==> src/rtl/mux_seven_seg.sv <==
// mux_seven_seg: time-multiplexed seven-segment scanner with a
// double-buffered digit register, guard-banded slots and zero blanking.
module mux_seven_seg #(
  parameter int NUM_DIGITS = 4,
  parameter int CLK_DIV    = 50000,
  parameter int GUARD_CYC  = 2
) (
  input  logic                    clk,
  input  logic                    reset_n,
  input  logic                    enable,
  input  logic                    load,
  input  logic [4*NUM_DIGITS-1:0] data,
  input  logic [NUM_DIGITS-1:0]   dp_in,
  input  logic                    blank_lz,
  output logic [6:0]              seg,
  output logic                    dp,
  output logic [NUM_DIGITS-1:0]   an,
  output logic                    pending
);

  localparam int DW = 4 * NUM_DIGITS;
  localparam int CW = $clog2(CLK_DIV);
  localparam int IW = (NUM_DIGITS > 1) ? $clog2(NUM_DIGITS) : 1;

  localparam logic [1:0] S_OFF   = 2'd0;
  localparam logic [1:0] S_GUARD = 2'd1;
  localparam logic [1:0] S_SHOW  = 2'd2;

  localparam logic [CW-1:0] CNT_LAST   = CW'(CLK_DIV - 1);
  localparam logic [CW-1:0] GUARD_LAST = CW'(GUARD_CYC - 1);
  localparam logic [IW-1:0] IDX_LAST   = IW'(NUM_DIGITS - 1);
  localparam logic [6:0]    SEG_OFF    = 7'h7F;

  logic [1:0]            state_q, state_d;
  logic [CW-1:0]         cnt_q, cnt_d;
  logic [IW-1:0]         idx_q, idx_d;
  logic [DW-1:0]         shadow_q, shadow_d;
  logic [NUM_DIGITS-1:0] shadow_dp_q, shadow_dp_d;
  logic [DW-1:0]         disp_q, disp_d;
  logic [NUM_DIGITS-1:0] disp_dp_q, disp_dp_d;
  logic                  pending_q, pending_d;
  logic [6:0]            seg_q, seg_d;
  logic                  dp_q, dp_d;
  logic [NUM_DIGITS-1:0] an_q, an_d;
  logic                  frame_start;

  logic [3:0]            nib;
  logic                  dp_bit;
  logic                  blank;
  logic                  zero_hi;
  logic [NUM_DIGITS-1:0] lz;

  // {a,b,c,d,e,f,g} active-low glyphs for hex digits
  function automatic logic [6:0] decode(input logic [3:0] n);
    logic [6:0] s;
    s = SEG_OFF;
    case (n)
      4'h0: s = 7'h01;
      4'h1: s = 7'h4F;
      4'h2: s = 7'h12;
      4'h3: s = 7'h06;
      4'h4: s = 7'h4C;
      4'h5: s = 7'h24;
      4'h6: s = 7'h20;
      4'h7: s = 7'h0F;
      4'h8: s = 7'h00;
      4'h9: s = 7'h0C;
      4'hA: s = 7'h08;
      4'hB: s = 7'h60;
      4'hC: s = 7'h31;
      4'hD: s = 7'h42;
      4'hE: s = 7'h30;
      4'hF: s = 7'h38;
    endcase
    return s;
  endfunction

  // scan sequencer: guard then show per slot, frame start on wrap or wake
  always_comb begin
    state_d     = state_q;
    cnt_d       = cnt_q;
    idx_d       = idx_q;
    frame_start = 1'b0;
    if (!enable) begin
      state_d = S_OFF;
      cnt_d   = '0;
      idx_d   = '0;
    end else begin
      case (state_q)
        S_OFF: begin
          state_d     = S_GUARD;
          cnt_d       = '0;
          idx_d       = '0;
          frame_start = 1'b1;
        end
        S_GUARD: begin
          cnt_d = cnt_q + 1'b1;
          if (cnt_q == GUARD_LAST) begin
            state_d = S_SHOW;
          end
        end
        S_SHOW: begin
          if (cnt_q == CNT_LAST) begin
            state_d = S_GUARD;
            cnt_d   = '0;
            if (idx_q == IDX_LAST) begin
              idx_d       = '0;
              frame_start = 1'b1;
            end else begin
              idx_d = idx_q + 1'b1;
            end
          end else begin
            cnt_d = cnt_q + 1'b1;
          end
        end
        default: begin
          state_d = S_OFF;
          cnt_d   = '0;
          idx_d   = '0;
        end
      endcase
    end
  end

  // shadow takes every load; display only refreshes at frame start
  always_comb begin
    shadow_d    = shadow_q;
    shadow_dp_d = shadow_dp_q;
    disp_d      = disp_q;
    disp_dp_d   = disp_dp_q;
    pending_d   = pending_q;
    if (load) begin
      shadow_d    = data;
      shadow_dp_d = dp_in;
    end
    if (frame_start) begin
      disp_d    = load ? data : shadow_q;
      disp_dp_d = load ? dp_in : shadow_dp_q;
      pending_d = 1'b0;
    end else if (load) begin
      pending_d = 1'b1;
    end
  end

  // next-cycle drive for the digit selected by the state being entered
  always_comb begin
    an_d    = '1;
    seg_d   = SEG_OFF;
    dp_d    = 1'b1;
    nib     = 4'h0;
    dp_bit  = 1'b0;
    blank   = 1'b0;
    zero_hi = 1'b1;
    lz      = '0;
    for (int i = NUM_DIGITS - 1; i >= 0; i--) begin
      zero_hi = zero_hi & (disp_d[4*i +: 4] == 4'h0);
      lz[i]   = zero_hi & (i > 0);
    end
    if (state_d == S_SHOW) begin
      for (int i = 0; i < NUM_DIGITS; i++) begin
        if (idx_d == IW'(i)) begin
          nib     = disp_d[4*i +: 4];
          dp_bit  = disp_dp_d[i];
          blank   = blank_lz & lz[i];
          an_d[i] = 1'b0;
        end
      end
      seg_d = blank ? SEG_OFF : decode(nib);
      dp_d  = ~dp_bit;
    end
  end

  // state and registered outputs, cleared asynchronously
  always_ff @(posedge clk or negedge reset_n) begin
    if (!reset_n) begin
      state_q     <= S_OFF;
      cnt_q       <= '0;
      idx_q       <= '0;
      shadow_q    <= '0;
      shadow_dp_q <= '0;
      disp_q      <= '0;
      disp_dp_q   <= '0;
      pending_q   <= 1'b0;
      seg_q       <= SEG_OFF;
      dp_q        <= 1'b1;
      an_q        <= '1;
    end else begin
      state_q     <= state_d;
      cnt_q       <= cnt_d;
      idx_q       <= idx_d;
      shadow_q    <= shadow_d;
      shadow_dp_q <= shadow_dp_d;
      disp_q      <= disp_d;
      disp_dp_q   <= disp_dp_d;
      pending_q   <= pending_d;
      seg_q       <= seg_d;
      dp_q        <= dp_d;
      an_q        <= an_d;
    end
  end

  assign seg     = seg_q;
  assign dp      = dp_q;
  assign an      = an_q;
  assign pending = pending_q;

endmodule

==> config.mk <==
export PLATFORM = sky130hd
export DESIGN_NAME = mux_seven_seg
export DESIGN_NICKNAME = d
export VERILOG_FILES = /design/src/rtl/mux_seven_seg.sv
export SDC_FILE = /design/constraint.sdc
export NUM_CORES = 1
export LEC_CHECK = 0
export CORE_MARGIN = 5
export CORE_UTILIZATION = 35
export CTS_BUF_LIST = sky130_fd_sc_hd__clkbuf_8
export DETAILED_ROUTE_END_ITERATION = 16
export DONT_BUFFER_PORTS = 1
export GPL_TIMING_DRIVEN = 1
export PLACE_DENSITY_LB_ADDON = 0.1
export SLEW_MARGIN = 20
export SYNTH_ARGS = -nofsm -noshare
export SYNTH_HDL_FRONTEND = slang
export SYNTH_SLANG_ARGS = --single-unit
export TNS_END_PERCENT = 1
==> constraint.sdc <==
create_clock -name clk -period 5.2 [get_ports clk]
set_clock_uncertainty 0.15 [all_clocks]
set_input_delay 0.52 -clock clk [delete_from_list [all_inputs] [get_ports clk]]
set_output_delay 0.52 -clock clk [all_outputs]
set_load 0.02 [all_outputs]
==> run metrics <==
status=finished clean; Tightest Pin Transition=0.980 ns; Post-Syn Area=3590 um2; path category of the worst min-delay check=in -> reg; Synth Register Bits=73; vias in the first global route=2335; met2 Use GR=0.188; Placement Cell Area=about 3700 um2; Slew HR=0.347; GRT overflow=0; Post-route DRC=0; Final Hold Viols=0; most frequent cells in the layout=dfrtp_1, nor2_1, nand2_1; htree depth=3; Buf/Inv on CP=3; syn nets=approximately 360; RSZ-0062 raised after global routing=no; initial antenna violation count=0; Clock Path Buffers=2; CTS tree=built; clk_lat worst skew=0.35 ns; die span in y=between 100 and 150 um; Crit Path Max Fanout=8; reg2reg setup slack=1.32 ns; post-synthesis sequential area ratio=0.512; # IOs=38; Buffers on Ports=0; Max Slew Vio Count=0; clock-pin slew on the worst setup and hold paths=0.08 ns; power per cell area=324 nW/um2; Max Cap Violations=0; row count=37; gr busiest metal=met2; main flop type after synthesis=dfrtp_1; first-pass GRT wire length=12600 um; Resize count post-CTS=0; critical path capture point type=flop; setup TNS=0 ns; Die ar.=about 12000 um2; grt met3 use=0.0321; drt total wl=7600 um; RePlAce Congestion=0.754; Avg WL per Cell=16.2 um; kind of critical path=reg -> reg; post-synthesis cell count=326; number of synthesized flops with an enable pin=0; WP data arrival=between 3 and 4 ns; Post-CTS Hold Fix Bufs=2; Iteration-0 DRC Markers=75; number of diodes=0; Final Cycle Share=0.746; post-CTS setup buffers=0; Num CTS Buffers=9; Worst Setup Start Kind=flop; vias post-DR=2284; Synth Warn #=0; synthesized area per cell=11.0 um2; Slowest cell on crit path=a41oi_1; cell family with the largest share of critical-path delay=compound AO/OA/AOI/OAI gates; TritonCTS Sinks=73; CP cell instances=ha_1 -> and4_4 -> a41oi_1 -> o21ai_1 -> nand2_2 -> nand3_1 -> inv_2 -> o211ai_1 -> o311a_1 -> a31oi_2 -> inv_1 -> ha_1 -> inv_1 -> nor2_1 -> a211oi_1 -> o21ai_1; initial core utilization=0.353; largest net degree at the start of global routing=74; fin area=3950 um2; post-synth cell types=between 50 and 60; layout cell share with drive strength beyond 1=0.180; core area=slightly above 10000 um2; maximum vdd drop=0.0973 mV; setup violators final=0; CP Data Required Time=5.30 ns; vias per cell=4.87; die width=111 um; Leak Pwr=1.72 nW; CP peak stage delay=0.43 ns; GRT Overall Usage=0.128; met1 Use GR=0.180; Nets=365; P&R area growth vs syn=9.95%; Final Util=0.388; first drt pass iteration count=4; Max Freq=0.258 GHz; post-route ant nets=0; Final min period=slightly below 4 ns; most common library cell in the layout ignoring fill and taps=dfrtp_1; Synth async-reset ratio=1.00; CTS root buf=clkbuf_8; hpwl dp=5200 um
## stage by stage
stage	instances	setup WS (ns)	hold slack [ns]	power [mW]
floorplan	326	1.77	0.0744	0.792
global placement	451	1.40	0.0774	0.819
detailed placement	451	1.33	0.0773	0.821
CTS	469	1.30	0.166	1.31
global route	469	0.959	0.169	1.36
finish	469	1.32	0.182	1.28
## final timing paths
| kind | depth (start not counted) | startpoint | endpoint |
|---|---|---|---|
| worst max-delay path | 16 | cnt_q[0] | seg[3] |
| worst min-delay path | 2 | dp_in[0] | shadow_dp_q[0] |
| worst max register to register | 16 | cnt_q[0] | seg[3] |
| worst min register to register | 2 | disp_dp_q[0] | disp_dp_q[0] |
| max in group asynchronous | 2 | reset_n | seg[6] |
| min in group asynchronous | 2 | reset_n | idx_q[0] |
## flip-flops by register name, summed over array words and instances (netlist names)
| register | flops |
|---|---|
| disp_q | 16 |
| pending | 1 |
| shadow_dp_q | 4 |
| seg | 7 |
| idx_q | 2 |
| shadow_q | 16 |
| an | 4 |
| disp_dp_q | 4 |
| dp | 1 |
| state_q | 2 |
| cnt_q | 16 |
## synth_stat cells, types with 2 or more instances
cell       n  area (um2)
a211oi_1   6        45.0
a21oi_1   12        60.1
and3_1     7        43.8
and4_4     3        33.8
buf_1      2        7.51
buf_2      3        15.0
buf_6      2        22.5
clkbuf_1   4        15.0
dfrtp_1   61        1530
dfstp_2   12         315
ha_1      12         150
inv_1     24        90.1
inv_2      2        7.51
mux2_1     3        33.8
mux2_2    13         146
mux2i_1   18         180
nand2_1   27         101
nand3_1   13        65.1
nand4_1    2        12.5
nor2_1    33         124
nor4_1     2        12.5
o211ai_1   3        22.5
o21a_1     2        15.0
o21ai_0    3        15.0
o21ai_1    5        25.0
o21bai_1   2        15.0
o221ai_1   4        35.0
o31ai_1    2        15.0
xnor2_1    7        61.3
xor2_1     8        70.1
## cell families after synthesis
kind of cell,synth area share
multiplexers,0.104
AO/OA/AOI/OAI,0.119
flip-flops,0.512
buffers and inverters,0.0459
adder cells (fa/ha/maj),0.0418
XOR/XNOR,0.0365
AND/OR/NAND/NOR,0.140
## power by group
part / leakage [nW] / total, mW / switching [mW] / internal, mW
combinational: 0.730 / 0.192 / 0.115 / 0.0771
sequential: 0.881 / 0.632 / 0.0170 / 0.615
clock: 0.107 / 0.458 / 0.212 / 0.246
## metal layers
metal / share of wire / wire length, um
met5: 0 / 0
met4: 0.010 / 79
met3: 0.041 / 311
met2: 0.43 / 3290
met1: 0.52 / 3920
## cell type report
class	count	area (um2)
Inverter	26	97.6
Multi-Input combinational cell	215	1590
Tap cell	136	170
Timing Repair Buffer	3	45.0
Clock inverter	5	55.1
Sequential cell	73	1840
Fill cell	1022	6230
Clock buffer	11	151
No activity file was read; power rests on OpenSTA's default activity.
